[src/rtl/ladybird_config.sv]
// Shared arbiter state encoding and default watchdog timeout.
// Imported by the bus arbiter, and usable by the crossbar.
package ladybird_config;

    typedef enum logic [1:0] {
        IDLE = 2'd0,
        REQ  = 2'd1,
        WAIT = 2'd2,
        RESP = 2'd3
    } arb_state_t;

    localparam int ARB_TIMEOUT_CYCLES = 1024;

endpackage

[src/rtl/ladybird_rr_picker.sv]
// Round-robin picker: the first set req bit at or after last+1, modulo N.
// Purely combinational, with no backpressure; the caller decides when to advance last.
module ladybird_rr_picker #(
    parameter int N = 2,
    localparam int LW = (N > 1) ? $clog2(N) : 1
) (
    input  logic [N-1:0]  req,
    input  logic [LW-1:0] last,
    output logic [LW-1:0] winner,
    output logic          any
);

    logic [LW-1:0] cand;

    always_comb begin
        winner = '0;
        any    = 1'b0;
        cand   = '0;
        // off = N wraps back to last itself, so it is only chosen when it is the only requester
        for (int off = 1; off <= N; off++) begin
            cand = LW'((int'(last) + off) % N);
            if (!any && req[cand]) begin
                any    = 1'b1;
                winner = cand;
            end
        end
    end

endmodule

[src/rtl/ladybird_bus_arbiter.sv]
// Round-robin arbiter that gives N masters one outstanding access at a time to a single target.
// The grant comes in the request cycle, the response 1 cycle after s_rvalid, and an optional watchdog returns an error.
module ladybird_bus_arbiter
    import ladybird_config::*;
#(
    parameter int N_MASTER       = 2,
    parameter int ADDR_W         = 32,
    parameter int DATA_W         = 32,
    parameter int TIMEOUT_CYCLES = ARB_TIMEOUT_CYCLES
) (
    input  logic                         clk,
    input  logic                         rst,
    input  logic [N_MASTER-1:0]          m_req,
    input  logic [N_MASTER*ADDR_W-1:0]   m_addr,
    input  logic [N_MASTER-1:0]          m_we,
    input  logic [N_MASTER*DATA_W-1:0]   m_wdata,
    input  logic [N_MASTER*DATA_W/8-1:0] m_wstrb,
    output logic [N_MASTER-1:0]          m_gnt,
    output logic [N_MASTER-1:0]          m_rvalid,
    output logic [DATA_W-1:0]            m_rdata,
    output logic                         m_err,
    output logic                         s_req,
    output logic [ADDR_W-1:0]            s_addr,
    output logic                         s_we,
    output logic [DATA_W-1:0]            s_wdata,
    output logic [DATA_W/8-1:0]          s_wstrb,
    input  logic                         s_gnt,
    input  logic                         s_rvalid,
    input  logic [DATA_W-1:0]            s_rdata,
    output logic                         busy,
    output logic [$clog2(N_MASTER)-1:0]  grant_id
);

    localparam int IDW    = $clog2(N_MASTER);
    localparam int STRB_W = DATA_W / 8;
    localparam int CNT_W  = (TIMEOUT_CYCLES > 1) ? $clog2(TIMEOUT_CYCLES + 1) : 1;
    localparam logic [CNT_W-1:0] CNT_MAX = '1;
    localparam logic [CNT_W-1:0] TO_LAST = CNT_W'((TIMEOUT_CYCLES > 0) ? TIMEOUT_CYCLES - 1 : 0);

    arb_state_t        state_q, state_d;
    logic [IDW-1:0]    last_q, last_d;
    logic [IDW-1:0]    grant_id_q, grant_id_d;
    logic [ADDR_W-1:0] s_addr_q, s_addr_d;
    logic              s_we_q, s_we_d;
    logic [DATA_W-1:0] s_wdata_q, s_wdata_d;
    logic [STRB_W-1:0] s_wstrb_q, s_wstrb_d;
    logic [CNT_W-1:0]  cnt_q, cnt_d;
    logic [DATA_W-1:0] rdata_q, rdata_d;
    logic              err_q, err_d;

    logic [IDW-1:0]    winner;
    logic              any_req;

    ladybird_rr_picker #(.N(N_MASTER)) u_picker (
        .req    (m_req),
        .last   (last_q),
        .winner (winner),
        .any    (any_req)
    );

    always_comb begin
        state_d    = state_q;
        last_d     = last_q;
        grant_id_d = grant_id_q;
        s_addr_d   = s_addr_q;
        s_we_d     = s_we_q;
        s_wdata_d  = s_wdata_q;
        s_wstrb_d  = s_wstrb_q;
        cnt_d      = cnt_q;
        rdata_d    = rdata_q;
        err_d      = err_q;
        m_gnt      = '0;
        m_rvalid   = '0;

        case (state_q)
            IDLE: begin
                if (any_req) begin
                    m_gnt[winner] = 1'b1;
                    s_addr_d      = m_addr[int'(winner)*ADDR_W +: ADDR_W];
                    s_we_d        = m_we[winner];
                    s_wdata_d     = m_wdata[int'(winner)*DATA_W +: DATA_W];
                    s_wstrb_d     = m_wstrb[int'(winner)*STRB_W +: STRB_W];
                    last_d        = winner;
                    grant_id_d    = winner;
                    state_d       = REQ;
                end
            end
            REQ: begin
                if (s_gnt) begin
                    cnt_d = '0;
                    // A zero-latency target answers in the accept cycle, so WAIT is skipped
                    if (s_rvalid) begin
                        rdata_d = s_rdata;
                        err_d   = 1'b0;
                        state_d = RESP;
                    end else begin
                        state_d = WAIT;
                    end
                end
            end
            WAIT: begin
                if (cnt_q != CNT_MAX) begin
                    cnt_d = cnt_q + CNT_W'(1);
                end
                if (s_rvalid) begin
                    rdata_d = s_rdata;
                    err_d   = 1'b0;
                    state_d = RESP;
                end else if (TIMEOUT_CYCLES != 0 && cnt_q == TO_LAST) begin
                    rdata_d = '0;
                    err_d   = 1'b1;
                    state_d = RESP;
                end
            end
            RESP: begin
                m_rvalid[grant_id_q] = 1'b1;
                state_d              = IDLE;
            end
            default: state_d = IDLE;
        endcase
    end

    always_ff @(posedge clk) begin
        if (rst) begin
            state_q    <= IDLE;
            last_q     <= IDW'(N_MASTER - 1);
            grant_id_q <= '0;
            s_addr_q   <= '0;
            s_we_q     <= 1'b0;
            s_wdata_q  <= '0;
            s_wstrb_q  <= '0;
            cnt_q      <= '0;
            rdata_q    <= '0;
            err_q      <= 1'b0;
        end else begin
            state_q    <= state_d;
            last_q     <= last_d;
            grant_id_q <= grant_id_d;
            s_addr_q   <= s_addr_d;
            s_we_q     <= s_we_d;
            s_wdata_q  <= s_wdata_d;
            s_wstrb_q  <= s_wstrb_d;
            cnt_q      <= cnt_d;
            rdata_q    <= rdata_d;
            err_q      <= err_d;
        end
    end

    assign s_req    = (state_q == REQ);
    assign busy     = (state_q != IDLE);
    assign s_addr   = s_addr_q;
    assign s_we     = s_we_q;
    assign s_wdata  = s_wdata_q;
    assign s_wstrb  = s_wstrb_q;
    assign m_rdata  = rdata_q;
    assign m_err    = err_q;
    assign grant_id = grant_id_q;

endmodule

[config.mk]
export PLATFORM = sky130hd
export DESIGN_NAME = ladybird_bus_arbiter
export DESIGN_NICKNAME = d
export VERILOG_FILES = /design/src/rtl/ladybird_config.sv /design/src/rtl/ladybird_rr_picker.sv /design/src/rtl/ladybird_bus_arbiter.sv
export SDC_FILE = /design/constraint.sdc
export NUM_CORES = 1
export LEC_CHECK = 0
export ABC_AREA = 1
export BUFFER_PORTS_ARGS = -buffer_cell sky130_fd_sc_hd__clkbuf_2
export CAP_MARGIN = 20
export CORE_AREA = 2 2 110 112
export DETAILED_ROUTE_END_ITERATION = 7
export DIE_AREA = 0 0 112 114
export GPL_TIMING_DRIVEN = 0
export PLACE_DENSITY = 0.79
export SLEW_MARGIN = 10
export SYNTH_ARGS = -nofsm -noshare
export SYNTH_HDL_FRONTEND = slang
export SYNTH_SLANG_ARGS = --single-unit
[constraint.sdc]
create_clock -name clk -period 2.15 [get_ports clk]
set_clock_uncertainty 0.1 [all_clocks]
set_input_delay 0.215 -clock clk [delete_from_list [all_inputs] [get_ports clk]]
set_output_delay 0.215 -clock clk [all_outputs]
set_load 0.05 [all_outputs]
======== Word-level counts from Yosys, hierarchy flattened ========
Cells that the tools add are included.
storage, ports and cells
  flip-flop bits (word level) ............. 117
  output and inout bits ................... 109
  word-level logic and storage cells ...... 79
operators by class
  add/sub/neg operators ................... 3
  magnitude comparators ................... 6
  mux-type cells .......................... 36
  shift operators ......................... 3
  eq/ne operators ......................... 10
  reduce and logical (&&, ||, !) cells .... 11
operators with widths
  operator                 count
  $mux W32                 4
  $shiftx A64 B7 Y32       2
  $pmux W32 S2             1
  $mux W11                 2
  $pmux W11 S2             1
  $mux W1                  17
  $mux W2                  7
  $add A11 B1 Y11 const B  1
  $eq A11 B10 Y1 const B   1
  $ne A11 B11 Y1 const B   1
  $lt A1 B2 Y1 const B     4
  $pmux W2 S4              1
  $shiftx A8 B4 Y4         1
  $reduce_and A3 Y1        2
  $eq A2 B2 Y1 const B     2
  $ne A2 B1 Y1 const B     2
  $ne A2 B2 Y1 const B     2
  $reduce_and A4 Y1        1
  $reduce_bool A2 Y1       2
  $logic_and A1 B1 Y1      3
  $ne A3 B3 Y1 const B     1
  $add A1 B1 Y1 const B    2
  $demux W1 S1             2
  $eq A2 B1 Y1 const B     1
  5 further kinds          6

======== Logic depth before layout (Yosys ltp) ========
Gate-level depths: netlist (run 1).
  depth in word-level cells ............... 13
  depth in mapped cells ................... 12

======== Modules after synthesis ========
A second synthesis (run 1) with hierarchy kept.
unflattened totals
  cell total of the unflattened synthesis .. 670
  area, all modules ....................... 4981.0 sq um
by module, submodules not included
  module                cells each  area each (sq um)  seq. area each (sq um)  instances
  ladybird_bus_arbiter  667         4966.0             2342.2                  1
  ladybird_rr_picker    3           15.0               0.0                     1

======== Worst setup path before layout (run 1) ========
Ideal clock, no wire load.
  kind .................................... register to register
  start point ............................. register state_q[1]
  end point ............................... register rdata_q[12], in the netlist m_rdata[12]
  arrival time ............................ 1.701 ns
  stages on the path, launching flop included .. 11
  setup slack ............................. 0.217 ns
  cells stage by stage .................... dfxtp_1 inv_1 ha_1 inv_1 nand2_2 nand2_4 a21oi_2 nand2_4 buf_6 nand2_2 a21oi_1
on the way
  word-level cells in the longest chain between the ends .. 3
RTL lines
  element                                                              line                         source
  start: declaration                                                   ladybird_bus_arbiter.sv:40   arb_state_t state_q, state_d;
  start signal: assignment                                             ladybird_bus_arbiter.sv:136  state_q <= state_d;
  $eq A2 B1 Y1 (*)                                                     n/a
  named net s_req                                                      ladybird_bus_arbiter.sv:22   output logic s_req,
  $ne A2 B1 Y1 (no source line) or $reduce_bool A2 Y1 (tied branches)  n/a
  $reduce_and A4 Y1 (no source line)                                   n/a
  end signal: assignment                                               ladybird_bus_arbiter.sv:144  rdata_q <= rdata_d;
  end: declaration                                                     ladybird_bus_arbiter.sv:48   logic [DATA_W-1:0] rdata_q, rdata_d;
The timed path passes the listed nets; every way through them passes the cells marked *.
A chain may end at the register's enable or synchronous reset.

======== Worst setup path after layout (run 1) ========
  start point ............................. register state_q[0]
  end point ............................... output m_gnt[0]
on the way
  word-level cells in the longest chain between the ends .. 2
RTL lines
  element           line                        source
  $logic_not A2 Y1  ladybird_bus_arbiter.sv:75  case (state_q)
  $mux W2           ladybird_bus_arbiter.sv:75
  end: declaration  ladybird_bus_arbiter.sv:18  output logic [N_MASTER-1:0] m_gnt,
Every way passes these cells.

==> results of run 1 <==
==> cells in the final DEF, fill, tap and decap left out, drive strengths merged, types with 6 or more instances in the layout <==
| master | count |
|---|---|
| dlygate4sd3 | 168 |
| o21ai | 7 |
| clkinvlp | 6 |
| nand2 | 316 |
| nor2 | 30 |
| clkbuf | 311 |
| inv | 29 |
| dfxtp | 117 |
| a31oi | 69 |
| nand3 | 14 |
| buf | 33 |
| a21oi | 41 |
==> through the flow <==
step / utilization (%) / hold WS (ns) / cells / power [µW]
5_1_grt: 76.4 / 0.0243 / 1312 / 12300
4_1_cts: 76.2 / 0.00130 / 1311 / 11500
3_5_place_dp: 56.3 / 0.352 / 1109 / 8240
6_report: 76.4 / 0.0371 / 1313 / 11900
3_3_place_gp: 56.3 / 0.347 / 1109 / 8190
2_1_floorplan: - / 0.262 / 679 / 6900
==> worst reg2reg max path, stage by stage, from the launching register on <==
cell	delay, ns
dfxtp_1	0.35
inv_1	0.13
ha_2	0.22
inv_1	0.12
nor2_4	0.14
buf_4	0.18
buf_2	0.25
nand2_1	0.12
a31oi_1	0.27
==> power by group <==
| part | switching [µW] | total (µW) | leakage [µW] | internal (µW) |
|---|---|---|---|---|
| sequential | 376 | 3090 | 0.000959 | 2710 |
| combinational | 4220 | 5790 | 0.00286 | 1570 |
| clock | 1050 | 2980 | 0.000284 | 1930 |
| total | 5650 | 11900 | 0.00410 | 6210 |
==> state kept, by name, summed over array words and instances (netlist names) <==
signal    flops
cnt_q        11
grant_id      1
last_q        1
m_err         1
m_rdata      32
s_addr       32
s_wdata      32
s_we          1
s_wstrb       4
state_q       2
==> logic make-up after synthesis <==
family                   Yosys count  share of synthesized area, %
AO/OA/AOI/OAI                    118                          14.6
buffers and inverters             70                          6.45
AND/OR/NAND/NOR                  369                          30.7
adder cells (fa/ha/maj)            5                          1.25
flip-flops                       117                          47.0
==> path summary, 6_finish.rpt <==
check	slack (ns)	to	start
setup / recovery	0.11	m_gnt[0]	state_q[0]
hold / removal	0.04	s_addr[19]	m_addr[19]
setup reg to reg	0.18	s_addr[7]	state_q[0]
hold reg to reg	0.36	m_rdata[11]	m_rdata[11]
==> layout make-up <==
class | instances | share of cell area, %
plain buffers | 41 | 2.52
flip-flops and latches | 117 | 26.2
repair buffers | 453 | 35.0
multi-input cells | 492 | 26.2
clock buffers | 18 | 4.80
diodes | 2 | 0.0559
inverters | 29 | 1.22
well taps | 147 | 2.06
clock inverters | 14 | 2.07
==> metal layers <==
metal	part of all wire (%)	wire length, µm	up-vias	track usage [%]
met5	0	0	-	0
met4	8.4	2000	0	27.8
met3	9.9	2340	183	10.4
met2	47	11100	592	61.1
met1	35	8260	3170	38.5
li1	-	-	3156	-
==> timing repair <==
item	CTS	global route
pin swaps	2	0
gates resized for setup	7	6
setup buffers	2	0
endpoints found under the setup margin	2	2
hold endpoints to repair	100	0
hold buffers	168	0
gates cloned	0	0
==> metrics.md, run 1 <==
| Metric | Value |
|---|---|
| CP Launch Type | `flop` |
| DRC | `0` |
| Final Wtd Congestion | `0.887` |
| Placed Area | `6590 µm²` |
| Die Height | `114 µm` |
| Delay-heaviest family, CP | `buffers and inverters` |
| Crit Path Max Fanout | `10` |
| RSZ-0062 raised after global routing | `no` |
| Ys flop type | `dfxtp_1` |
| Final instance area | `8950 µm²` |
| Worst relative slew slack | `62.6%` |
| Mean Syn Cell Area | `7.35 µm²` |
| Synth Net Count | `860` |
| Vias in the first global route | `7185` |
| Crit-path cells | `inv_1, ha_2, nand2_4, nor2_4, buf_6, clkbuf_8` |
| Sequential share of the synthesized area | `47.0%` |
| Nets@finish | `1332` |
| Crit end category | `output pin` |
| Tot GR Track Use | `36.2%` |
| Total core area | `11700 µm²` |
| Final WS setup | `0.108 ns` |
| Total gr overflow | `0` |
| Slowest-stage cell, CP | `dfxtp_1` |
| Peak VDD IR | `0.000817 V` |
| Final Hold Vio Count | `0` |
| Flop and latch count out of synthesis | `117` |
| Multi-input logic area | `2340 µm²` |
| Max Cap Viol | `0` |
| R2r worst-path depth | `8` |
| Cell variety after synth | `27` |
| Cts bufs inserted | `17` |
| Crit Path Class | `reg2out` |
| Slew @ Worst Pin | `0.561 ns` |
| Yosys top cell area share | `47.0%` |
| Reg area | `2340 µm²` |
| WP buf/inv | `3` |
| Fill count | `737` |
| Pwr Density | `1320 nW/µm²` |
| Share of post-route cells with drive strength above 1 | `33.8%` |
| Pins Over Slew Limit | `0` |
| Hold WC Path Type | `in2reg` |
| Clk_lat worst skew | `0.41 ns` |
| Ports | `285` |
| # clock sinks | `117` |
| Clock root buffer | `clkbuf_16` |
| Ys Warns | `0` |
| Fin crit period | `2.04 ns` |
| Largest net degree at the start of global routing | `17` |
| Pleak | `0.00410 µW` |
| Die X | `112 µm` |
| Fin Setup TNS | `0 ns` |
| First-pass DRT Iterations | `6` |
| Total Routed Length | `23.7 mm` |
| CP max stage delay | `0.35 ns` |
| Fmax | `490 MHz` |
| Initial Util | `42.6%` |
| First-pass GRT wire length | `36.3 mm` |
| Asr flop ratio synth | `0%` |
| # rows | `40` |
| Dpl hpwl | `12.5 mm` |
| Synthesized instance count | `679` |
| Post-synth top cells | `nand2_1 (289), dfxtp_1 (117), a31oi_1 (69)` |
| Die ar. | `12800 µm²` |
| Iteration-0 DRC Markers | `721` |
| Layout area overhead | `79.4%` |
| Req. time, crit path | `1.84 ns` |
| Largest area contributor in the netlist | `dfxtp_1` |
| WP depth | `6` |
| CTS max path bufs | `2` |
| Worst hold path depth | `3` |
| DR vias | `7101` |
| Routed Antenna Nets | `0` |
| Tcrit/Tclk final | `95.0%` |
| Top cells by area, synth | `dfxtp_1 (47%), nand2_1 (22%), a31oi_1 (8.7%)` |
| Setup-failing EPs final | `0` |
| Initial antenna violation count | `1` |
| Number of synthesized flops with an enable pin | `0` |
| Post-DR vias/cell | `5.41` |
| H-tree depth reported by CTS | `4` |
| Port bufs | `283` |
| Worst-path clk slew | `0.05 ns` |
| DP Worst Slack | `0.0281 ns` |
| WP data arrival | `1.73 ns` |
| Cell Area, Synth | `4990 µm²` |
| Wire per inst | `18.0 µm` |
| TritonCTS clock tree | `yes` |
| Status | `finished, final reports clean` |
| Most frequent cell after synthesis | `nand2_1` |
No activity file was read; power rests on OpenSTA's default activity.
==> run 2, diff against run 1 <==
- CORE_AREA: 2 2 110 112 -> 2 2 111 113
- CTS_BUF_LIST: unset -> sky130_fd_sc_hd__clkbuf_8
- CTS_CLUSTER_DIAMETER: unset -> 150
- DIE_AREA: 0 0 112 114 -> 0 0 113 115
- PLACE_DENSITY: 0.79 -> 0.78
==> run 2 against run 1 <==
Net effect: the flow now finishes with violations (design-rule violations); first-iteration DRC count is 5.1% lower; total power is 7.7% lower; wire length is 1.6% higher; sequential power hardly changed; final cell count stayed put; global-route usage is 0.17 points higher; clock power is 34% lower.
==> metrics.md, run 2 (same netlist as run 1, synthesis figures left out) <==
| Metric | Value |
|---|---|
| Tot GR Track Use | `36.4%` |
| Wire per inst | `18.3 µm` |
| DR vias | `7071` |
| Total gr overflow | `0` |
| First-pass DRT Iterations | `8` |
| Total Power | `10900 µW` |
| RSZ-0062 raised after global routing | `no` |
| Worst relative slew slack | `58.8%` |
| Crit end category | `output pin` |
| Initial antenna violation count | `1` |
| Worst-path clk slew | `0.07 ns` |
| Nets@finish | `1334` |
| CTS max path bufs | `2` |
| Crit Path Max Fanout | `10` |
| Clk_lat worst skew | `0.44 ns` |
| # rows | `40` |
| CP max stage delay | `0.34 ns` |
| Final Non-Filler Cells | `1313` |
| Cell count after placement | `1109` |
| Die X | `113 µm` |
| DRC | `15` |
| Pins Over Slew Limit | `0` |
| Status | `finished with violations` |
| Die Height | `115 µm` |
| Setup-failing EPs final | `0` |
| Share of post-route cells with drive strength above 1 | `33.6%` |
| Die ar. | `13000 µm²` |
| Peak VDD IR | `0.000717 V` |
| Pleak | `0.00404 µW` |
| Final Wtd Congestion | `0.889` |
| H-tree depth reported by CTS | `4` |
| Port bufs | `283` |
| CP Launch Type | `flop` |
| Dpl hpwl | `12.9 mm` |
| Cts bufs inserted | `17` |
| Fin crit period | `2.06 ns` |
| WP data arrival | `1.75 ns` |
| Worst hold slack | `0.166 ns` |
| Fin Setup TNS | `0 ns` |
| Failing checks | `design-rule violations` |
| Slew @ Worst Pin | `0.618 ns` |
| R2r worst-path depth | `8` |
| Placed Area | `6590 µm²` |
| First-pass GRT wire length | `36.7 mm` |
| Hold WC Path Type | `in2reg` |
| Commonest cells after routing, fill and taps aside | `nand2_1 (289), clkbuf_2 (281), dlygate4sd3_1 (170)` |
| Fmax | `484 MHz` |
| Initial Util | `42.2%` |
| Crit Path Class | `reg2out` |
| Layout area overhead | `75.2%` |
| Max Cap Viol | `0` |
| Total Routed Length | `24.1 mm` |
| TritonCTS clock tree | `yes` |
| Slowest-stage cell, CP | `dfxtp_2` |
| Commonest non-fill, non-tap cell in the layout | `nand2_1` |
| # clock sinks | `117` |
| Ports | `285` |
| Post-DR vias/cell | `5.39` |
| Routed Antenna Nets | `0` |
| Vias in the first global route | `7200` |
| Pwr Density | `1250 nW/µm²` |
| Largest net degree at the start of global routing | `17` |
| Req. time, crit path | `1.84 ns` |
| Final Hold Vio Count | `0` |
| Iteration-0 DRC Markers | `684` |
| Clock root buffer | `clkbuf_8` |
| Crit-path cells | `inv_1, ha_2, nand2_4, nor2_4, buf_6, clkbuf_8` |
| Tcrit/Tclk final | `96.0%` |
| Final instance area | `8740 µm²` |
| Total core area | `11800 µm²` |
| Worst hold path depth | `5` |
run 2: where the power goes:
part	total (µW)	switching, µW	leakage [µW]	internal, µW
registers	3090	377	0.000959	2710
clock network	1980	917	0.000201	1060
logic	5870	4260	0.00288	1610
total	10900	5550	0.00404	5390
run 2: worst paths after layout:
path,start,to,slack [ns]
hold reg to reg,m_rdata[3],m_rdata[3],0.36
setup / recovery,state_q[0],m_gnt[0],0.09
hold / removal,s_rvalid,m_rdata[0],0.17
setup reg to reg,state_q[0],s_addr[22],0.11
run 2: worst max-delay path, delay by kind of cell, from the launching register on:
kind / cells / cell delay, ns
buffers and inverters: 3 / 0.46
DFF: 1 / 0.34
and+or+nand+nor: 2 / 0.28
adders and majority gates: 1 / 0.22
run 2: repair_timing:
action / in CTS / in global routing
hold buffers: 170 / 0
endpoints found under the setup margin: 2 / 7
setup buffers: 2 / 0
pin swaps: 2 / 0
resized for setup: 11 / 6
endpoints found under the hold margin: 101 / 0
run 2: stage by stage:
step	setup slack (ns)	utilization [%]
after detailed placement	-0.00416	55.8
after global routing	0.000174	74.0
final	0.0855	74.0
after global placement	-0.0191	55.8
after CTS	0.000211	73.9
after floorplan	0.217	-
run 2: area by class of cell:
cell class / instances / area, µm²
inverters: 29 / 109
flip-flops and latches: 117 / 2340
clock buffers: 19 / 262
plain buffers: 41 / 234
repair buffers: 455 / 3150
multi-input cells: 492 / 2340
fillers: 774 / 3070
clock inverters: 12 / 115
diodes: 1 / 2.50
well taps: 147 / 184
run 2: routing by layer:
| layer | global-route usage, % | routed length, µm | vias to the layer above |
|---|---|---|---|
| met5 | 0 | 0 | - |
| met1 | 37.4 | 8550 | 3205 |
| li1 | - | - | 3157 |
| met3 | 13.4 | 2530 | 168 |
| met2 | 60.6 | 11100 | 541 |
| met4 | 28.1 | 1870 | 0 |
==> run 3, diff against run 2 <==
- ABC_AREA: 1 -> unset
- CORE_AREA: 2 2 111 113 -> 2 2 110 112
- DIE_AREA: 0 0 113 115 -> 0 0 112 114
- PLACE_DENSITY: 0.78 -> 0.74
==> run 3 against run 2 <==
Net effect: the run still ends with design-rule violations left; critical path type is now reg2reg; die area is 1.7% lower; total power is 15% lower; critical endpoint is now s_addr[2]; critical path depth is 3 higher; largest cell class unchanged.
==> metrics.md, run 3 <==
| Metric | Value |
|---|---|
| Status | `finished with violations` |
| Failing checks | `design-rule violations` |
| Pins Over Slew Limit | `0` |
| First-pass GRT wire length | `30.8 mm` |
| Total Routed Length | `20.5 mm` |
| # clock sinks | `117` |
| First-pass DRT Iterations | `8` |
| Final Wtd Congestion | `0.879` |
| Ports | `285` |
| Crit Path Class | `reg2reg` |
| Multiplexer share of the synthesized area | `0.790%` |
| Largest family of logic cells by synthesized area | `compound AO/OA/AOI/OAI gates` |
| Peak VDD IR | `0.000706 V` |
| Sequential share of power | `32.0%` |
| Complex-gate fraction of the synthesized area | `28.2%` |
| Vias in the first global route | `6198` |
| Multi-input logic area | `1920 µm²` |
| Cell variety after synth | `52` |
| Layout area overhead | `86.2%` |
| Total Power | `9310 µW` |
| Clk_lat worst skew | `0.43 ns` |
| Iteration-0 DRC Markers | `707` |
| DR vias | `6061` |
| Number of synthesized flops with an enable pin | `0` |
| Largest area contributor in the netlist | `dfxtp_1` |
| H-tree depth reported by CTS | `4` |
| CTS max path bufs | `2` |
| Total gr overflow | `0` |
| Asr flop ratio synth | `0%` |
| Flop and latch count out of synthesis | `117` |
| Cts bufs inserted | `17` |
| Yosys top cell area share | `52.8%` |
| Die Height | `114 µm` |
| Most frequent cell after synthesis | `dfxtp_1` |
| Final Hold Vio Count | `0` |
| Commonest cells after routing, fill and taps aside | `clkbuf_2 (290), dlygate4sd3_1 (170), dfxtp_1 (115)` |
| Fmax | `468 MHz` |
| Mean Syn Cell Area | `10.4 µm²` |
| Post-synthesis simple-gate area fraction | `11.4%` |
| Fin crit period | `2.14 ns` |
| Req. time, crit path | `2.33 ns` |
| Post-DR vias/cell | `5.70` |
| Clock power share | `19.8%` |
| Hold WC Path Type | `in2reg` |
| Worst hold slack | `0.0683 ns` |
| Worst relative slew slack | `60.5%` |
| Port bufs | `284` |
| Total core area | `11700 µm²` |
| Die ar. | `12800 µm²` |
| DRC | `23` |
| Ys Warns | `0` |
| Comb pwr share | `48.3%` |
| Share of post-route cells with drive strength above 1 | `39.2%` |
| Ys flop type | `dfxtp_1` |
| Die X | `112 µm` |
| Xor and xnor fraction of the mapped netlist area | `0.395%` |
| RSZ-0062 raised after global routing | `yes` |
| Max Cap Viol | `0` |
| Reg area | `2350 µm²` |
| # rows | `40` |
| DP Worst Slack | `-0.518 ns` |
| Final WS setup | `0.0115 ns` |
| Synth Area in Adders | `1.41%` |
| WP data arrival | `2.32 ns` |
| Wire per inst | `19.3 µm` |
| Top cells by area, synth | `dfxtp_1 (53%), a222oi_1 (16%), nor2_1 (6.5%)` |
| Largest net degree at the start of global routing | `17` |
| Tcrit/Tclk final | `99.5%` |
| Psw | `4300 µW` |
| Initial antenna violation count | `1` |
| Fin Setup TNS | `0 ns` |
| Synth Net Count | `607` |
| Cell Int Power | `5010 µW` |
| Routed Antenna Nets | `0` |
| Pleak | `0.00386 µW` |
| Crit Path Max Fanout | `10` |
| Cell Area, Synth | `4430 µm²` |
| Worst-path clk slew | `0.07 ns` |
| Post-synth top cells | `dfxtp_1 (117), nor2_1 (77), a222oi_1 (69)` |
| Slew @ Worst Pin | `0.588 ns` |
| TritonCTS clock tree | `yes` |
| Setup-failing EPs final | `0` |
| Crit end category | `flop` |
| Nets@finish | `1083` |
| CP Launch Type | `flop` |
| Clock root buffer | `clkbuf_8` |
| Commonest non-fill, non-tap cell in the layout | `clkbuf_2` |
| Pwr Density | `1130 nW/µm²` |
| Sequential share of the synthesized area | `52.8%` |
| Dpl hpwl | `11.3 mm` |
| Synthesized instance count | `426` |
| Initial Util | `37.9%` |
| Sw Ratio | `46.2%` |
| Fill count | `814` |
| Tot GR Track Use | `30.6%` |
## run 3: changes by cell type in the layout (fill, tap and decap cells not counted), moves of 23 or more
cell      previous run  this run
a222oi_1             0        69
a22o_1               0        32
a31oi_1             69         1
nand2_1            289         8
nand2_2             23         0
nor2_1              25        77
## run 3: layer usage
layer	global-route usage [%]	routed length (µm)	share of wire [%]
met5	0	0	0
met4	20.4	1280	6.2
met3	8.34	1690	8.2
met2	55.4	10600	52
met1	31.0	6940	34
## run 3: logic make-up (layout without fill, tap and decap cells)
family                   count (synthesis)  count (layout)
AO/OA/AOI/OAI                          138             138
adder cells (fa/ha/maj)                  5               5
flip-flops                             117             117
multiplexers                             3               3
other                                    0               1
AND/OR/NAND/NOR                        112             112
buffers and inverters                   49             538
XOR/XNOR                                 2               2
## run 3: final timing paths
path,start,endpoint,slack (ns),depth (start not counted)
worst max-delay path,state_q[0],s_addr[2],0.01,9
worst min-delay path,rst,m_rdata[0],0.07,3
worst max register to register,state_q[0],s_addr[2],0.01,9
worst min register to register,m_rdata[0],m_rdata[0],0.38,1
## run 3: area by class of cell
class / count / area share (%)
multi-input cells: 260 / 23.2
flip-flops and latches: 117 / 28.5
inverters: 10 / 0.455
plain buffers: 39 / 2.73
well taps: 147 / 2.23
clock inverters: 12 / 1.08
clock buffers: 20 / 3.33
repair buffers: 457 / 38.5
diodes: 1 / 0.0303
## run 3: per-stage QoR
step | cells | instance area [µm²] | utilization, %
2_1_floorplan | 426 | 4440 | -
3_3_place_gp | 857 | 6040 | 51.6
3_5_place_dp | 857 | 6040 | 51.6
4_1_cts | 1062 | 8210 | 70.1
5_1_grt | 1063 | 8260 | 70.5
6_report | 1063 | 8260 | 70.5
## run 3: power by group through the flow
stage	Combinational, µW	Clock, µW	Sequential [µW]
finish	4490	1840	2980
global route	4690	1970	3010
CTS	4290	1870	2930
detailed placement	3930	0	2960
global placement	3860	0	2940
floorplan	1400	0	4440
## run 3: what timing repair did
item                                   4_1_cts  5_1_grt
endpoints found under the hold margin      102        0
resized for setup                           18       35
hold buffers                               170        0
setup endpoints to repair                   84      105
pin swaps                                    0        6
buffers inserted                             3        0
## run 3: critical path, stage by stage, from the launching register on
cell      delay (ns)
dfxtp_4         0.37
inv_2           0.06
ha_1            0.20
buf_6           0.14
nand2_1         0.11
a21oi_4         0.05
buf_4           0.17
buf_2           0.19
a222oi_1        0.45
nor2_1          0.15
